<file path="src/rtl/inst_prefetch_queue.sv">
// Instruction prefetch queue: issues sequential bus fetches ahead of the pipeline and buffers {word, pc}.
// Optional combinational FIFO bypass on empty queue is enabled with `define FETCH_BYPASS_EN.
module inst_prefetch_queue #(
  parameter int          DEPTH           = 4,
  parameter int          MAX_OUTSTANDING = 2,
  parameter logic [31:0] RESET_PC        = 32'h00400000
) (
  input  logic        clock,
  input  logic        reset,
  input  logic        redirect,
  input  logic [31:0] redirect_pc,
  input  logic        next_inst,
  output logic [31:0] inst,
  output logic [31:0] inst_pc,
  output logic        inst_available,
  output logic [31:0] pc,
  output logic        inst_read_enable,
  input  logic        inst_wait_req,
  input  logic        inst_valid,
  input  logic [31:0] inst_data
);

  localparam int AW = $clog2(DEPTH);
  localparam int SW = (MAX_OUTSTANDING > 1) ? $clog2(MAX_OUTSTANDING) : 1;
  localparam int CW = AW + 2;
  localparam logic [CW-1:0] DEPTH_C = CW'(DEPTH);
  localparam logic [CW-1:0] MAX_C   = CW'(MAX_OUTSTANDING);
  localparam logic [SW-1:0] SH_LAST = SW'(MAX_OUTSTANDING - 1);

  logic [31:0]   fetch_pc;
  logic [31:0]   data_mem   [DEPTH];
  logic [31:0]   pc_mem     [DEPTH];
  logic [31:0]   shadow_mem [MAX_OUTSTANDING];
  logic [AW-1:0] rd_ptr, wr_ptr;
  logic [SW-1:0] sh_rd, sh_wr;
  logic [CW-1:0] count, outstanding, drop;

  logic          accept, resp_drop, resp_live, push, pop, bypass_hit;
  logic [CW-1:0] out_upd, drop_upd, count_upd;
  logic [31:0]   shadow_pc;
  logic          pc_low_unused;

  assign pc_low_unused = ^redirect_pc[1:0];
  assign shadow_pc     = shadow_mem[sh_rd];
  assign pc            = fetch_pc;

  function automatic logic [SW-1:0] sh_next(input logic [SW-1:0] p);
    return (p == SH_LAST) ? '0 : p + 1'b1;
  endfunction

  always_comb begin
    inst_read_enable = 1'b0;
    bypass_hit       = 1'b0;
    inst_available   = 1'b0;
    inst             = '0;
    inst_pc          = '0;

    // Dropped responses still occupy bus slots, so they gate issue alongside live ones.
    inst_read_enable = reset && !redirect &&
                       ((outstanding + drop) < MAX_C) &&
                       ((count + outstanding) < DEPTH_C);
    accept    = inst_read_enable && !inst_wait_req;
    resp_drop = inst_valid && (drop != '0);
    resp_live = inst_valid && (drop == '0);

`ifdef FETCH_BYPASS_EN
    bypass_hit = resp_live && !redirect && (count == '0);
`else
    bypass_hit = 1'b0;
`endif

    pop  = next_inst && (count != '0) && !redirect;
    push = resp_live && !redirect && !(bypass_hit && next_inst);

    inst_available = (count != '0) || bypass_hit;
    if (count != '0) begin
      inst    = data_mem[rd_ptr];
      inst_pc = pc_mem[rd_ptr];
    end else if (bypass_hit) begin
      inst    = inst_data;
      inst_pc = shadow_pc;
    end

    out_upd   = outstanding + CW'(accept) - CW'(resp_live);
    drop_upd  = drop - CW'(resp_drop);
    count_upd = count + CW'(push) - CW'(pop);
  end

  always_ff @(posedge clock or negedge reset) begin
    if (!reset) begin
      fetch_pc    <= RESET_PC;
      rd_ptr      <= '0;
      wr_ptr      <= '0;
      sh_rd       <= '0;
      sh_wr       <= '0;
      count       <= '0;
      outstanding <= '0;
      drop        <= '0;
    end else if (redirect) begin
      // No accept can happen this cycle, so every pending shadow tag belongs to a now-dead request.
      fetch_pc    <= {redirect_pc[31:2], 2'b00};
      rd_ptr      <= '0;
      wr_ptr      <= '0;
      sh_rd       <= sh_wr;
      count       <= '0;
      outstanding <= '0;
      drop        <= drop_upd + out_upd;
    end else begin
      if (accept) begin
        fetch_pc <= fetch_pc + 32'd4;
        sh_wr    <= sh_next(sh_wr);
      end
      if (resp_live) sh_rd  <= sh_next(sh_rd);
      if (push)      wr_ptr <= wr_ptr + 1'b1;
      if (pop)       rd_ptr <= rd_ptr + 1'b1;
      count       <= count_upd;
      outstanding <= out_upd;
      drop        <= drop_upd;
    end
  end

  always_ff @(posedge clock) begin
    if (push) begin
      data_mem[wr_ptr] <= inst_data;
      pc_mem[wr_ptr]   <= shadow_pc;
    end
    if (accept) shadow_mem[sh_wr] <= fetch_pc;
  end

endmodule
</file>
<file path="config.mk">
export PLATFORM = sky130hd
export DESIGN_NAME = inst_prefetch_queue
export DESIGN_NICKNAME = d
export VERILOG_FILES = /design/src/rtl/inst_prefetch_queue.sv
export SDC_FILE = /design/constraint.sdc
export NUM_CORES = 1
export LEC_CHECK = 0
export BUFFER_PORTS_ARGS = -buffer_cell sky130_fd_sc_hd__buf_4
export CORE_MARGIN = 4
export CORE_UTILIZATION = 40
export DETAILED_ROUTE_END_ITERATION = 8
export GPL_TIMING_DRIVEN = 0
export RECOVER_POWER = 50
export SLEW_MARGIN = 20
export SYNTH_ARGS = -nofsm -noshare
export SYNTH_HDL_FRONTEND = slang
export SYNTH_SLANG_ARGS = --single-unit
export TNS_END_PERCENT = 10
</file>
<file path="constraint.sdc">
create_clock -name clock -period 9.1 [get_ports clock]
set_clock_uncertainty 0.15 [all_clocks]
set_input_delay 2.275 -clock clock [delete_from_list [all_inputs] [get_ports clock]]
set_output_delay 2.275 -clock clock [all_outputs]
set_load 0.02 [all_outputs]
</file>
==> flow_metrics.tcl <==
set metrics [dict create \
    ir_drop_uv 120 \
    status "finished, violations left" \
    fin_cells 1536 \
    internal_power_mw 3.51 \
    grtUsageTotal 0.163 \
    rsz0062_at_grt "false" \
    relSlewSlack -0.596 \
    cp_cell_sequence "buf_4 > nand2_1 > nor3_2 > o2111ai_4 > inv_1 > buf_4" \
    ys_ff_latch 356 \
    power_mw 5.00 \
    place_hpwl_microns 21800 \
    hp-class "reg2reg" \
    drt_iter0_markers 549 \
    ys_warn_count 0 \
    cp-end-kind "primary output" \
    ant_nets 0 \
    route.detailed.drc 0 \
    yosysSeqAreaShare 0.712 \
    num_rows 69 \
    die_area_sq_mm 0.0398 \
    clk_pin_slew_ns 0.06 \
    p_sw_frac 0.298 \
    core-area_sq_mm 0.0359 \
    yosys.area.top_type "edfxtp_1" \
    cts_inserted_buffers 40 \
    die_h_microns 200 \
    power_density_mw_per_mm2 281 \
    grt_start_max_net_pins 50 \
    cts-root-buf "clkbuf_16" \
    clockBufferDepth 3 \
    place_inst 1464 \
    antenna_found_initial 0 \
    cts_setup_buffers 0 \
    worstSetupPathType "in2out" \
    final-hold-violation-count 0 \
    post_cts_resize_count 0 \
    critical_path_peak_fanout 49 \
    fin_tns_setup_ns 0 \
    gp_congestion 0.783 \
    ys.flop_type "edfxtp_1" \
    ys_async_sr_fraction 0.135 \
    pwr-share-clk 0.324 \
    critPathMaxStageDelay_ns 0.52 \
    clock_sinks 356 \
    yosysMostFrequentCell "edfxtp_1" \
    critical_path_required_ns 6.68 \
    synth_cell_types 52 \
    ioPinCount 168 \
    p_switching_mw 1.49 \
    setup_viol 0 \
    tightest_slew_ns 2.39 \
    cap_viol_max_count 3 \
    power_frac_comb 0.287 \
    netlist.area_leader.share 0.630 \
    cellLeakagePower_nw 6.33 \
    slowest_stage "buf_4" \
    wl_per_cell_microns 21.2 \
    register_area_sq_mm 0.0105 \
    synthTopCellsByArea "edfxtp_1, mux4_2, dfrtp_1" \
    synth_edf_count 308 \
    cpMostUsedCell "buf_4" \
    dr.pass1.iters 4 \
    start_kind "primary input" \
    grt_remaining_overflow 0 \
    dieWidth_microns 200 \
    fillerInstances 3073 \
    final_core_util 0.497 \
    seqPwrFrac 0.389 \
    htreeDepth 2 \
    area_growth_syn_to_layout_pct 21.5 \
    hold-worst-slack_ns 0.428 \
    post-route-min-period_ns 6.16 \
    grt_pass1_vias 8277 \
    nets 1142 \
    vias 8009 \
    violations "max-capacitance violations, max-slew violations" \
    cts_tree "done" \
    critical_path_arrival_ns 3.74 \
    n_antenna_cell 0 \
    postSynthAreaPerCell_sq_um 17.6 \
    max_freq_mhz 162 \
    wl_microns 32500 \
    cts_hold_buf 0 \
    yosys-top-cells-count "edfxtp_1, and2_1, mux4_2" \
    start_util 0.409 \
    multi_input_area_sq_mm 0.00393 \
    slew_viol_final 71 \
    clk_latency_ns 0.52 \
    viasPerCell 5.21 \
    syn-cell-area_sq_mm 0.0147 \
    port_buffers 160 \
    synthCells 834 \
    grt_pass1_wl_microns 49400 \
    fin_crit_sh 0.677 \
    drive_above_1_share 0.265 \
]
## power by group through the flow
stage / clock, mW / combinational (mW) / sequential [mW]
after CTS: 1.66 / 1.49 / 1.95
after global routing: 1.74 / 1.58 / 1.96
after global placement: 0 / 1.47 / 1.98
final: 1.62 / 1.43 / 1.95
after detailed placement: 0 / 1.49 / 1.98
after floorplan: 0 / 0.936 / 1.98
## cell families (layout without fill, tap and decap cells)
family,Yosys count,in the layout,share of synthesized area
flip-flops,356,356,0.712
AND/OR/NAND/NOR,181,181,0.0673
multiplexers,94,94,0.120
AO/OA/AOI/OAI,84,84,0.0414
buffers and inverters,71,309,0.0218
adder cells (fa/ha/maj),27,27,0.0251
XOR/XNOR,20,20,0.0124
other,1,4,0.000256
## stage by stage
step / instance area, sq um / setup WS [ns]
detailed placement: 16600 / 2.59
finish: 17800 / 2.94
global placement: 16500 / 2.02
global route: 17800 / 2.77
CTS: 18000 / 2.91
floorplan: 14700 / 3.58
## worst paths after layout
path                                     start  slack [ns]  cells after the start          endpoint
worst max-delay path                     reset        2.94                      6  inst_read_enable
max in group asynchronous                reset        6.68                      1         rd_ptr[1]
worst max register to register  outstanding[1]        4.46                     18           drop[3]
worst min-delay path                     sh_wr        0.43                      1             sh_wr
worst min register to register           sh_wr        0.43                      1             sh_wr
min in group asynchronous                reset        1.63                      1            pc[19]
## registers in the layout, summed over array words and instances, names as in the netlist
name         flops
pc              30
outstanding      4
drop             4
shadow_mem      60
pc_mem         120
count            4
data_mem       128
wr_ptr           2
sh_rd            1
sh_wr            1
rd_ptr           2
## routing by layer
| layer | vias up | GRT usage | part of all wire |
|---|---|---|---|
| met3 | 39 | 0.0325 | 0.054 |
| met1 | 4071 | 0.217 | 0.43 |
| met4 | 0 | 0.0420 | 0.018 |
| met2 | 227 | 0.276 | 0.50 |
| met5 | - | 0 | 0 |
| li1 | 3672 | - | - |
## area by class of cell
cell class,instances,area share
Timing Repair Buffer,166,0.0682
Clock inverter,25,0.0150
Clock buffer,47,0.0605
Sequential cell,356,0.586
Multi-Input combinational cell,410,0.220
Inverter,31,0.00652
Tap cell,461,0.0323
Buffer,40,0.0114
## worst max-delay path: cells and delay by family
family	cells	cell delay [ns]
buf+inv	3	0.80
compound gates	1	0.27
simple gates	2	0.34
## cell usage in the layout, fill, tap and decap left out, types with 3 or more instances in the layout
cell type	n
o21ai_1	15
clkbuf_8	3
clkbuf_16	41
o211ai_1	3
edfxtp_1	308
buf_12	4
nor2_1	24
clkinv_2	8
clkbuf_1	58
xor2_1	9
mux2_1	30
bufinv_16	5
nor3_1	11
buf_4	134
clkinv_4	3
nand4_1	5
nand3_1	10
mux4_2	62
xnor2_1	10
clkinv_1	5
and2_0	3
a21oi_1	16
buf_2	7
conb_1	4
a22oi_1	4
fa_1	4
nor2b_1	5
a21o_1	15
buf_6	3
a221o_1	15
inv_1	30
and3_1	6
ha_1	23
nor4_1	4
dfrtp_1	47
and4_1	6
o21ai_0	4
nand2_1	32
and2_1	66
Power figures use the tool's default switching activity.
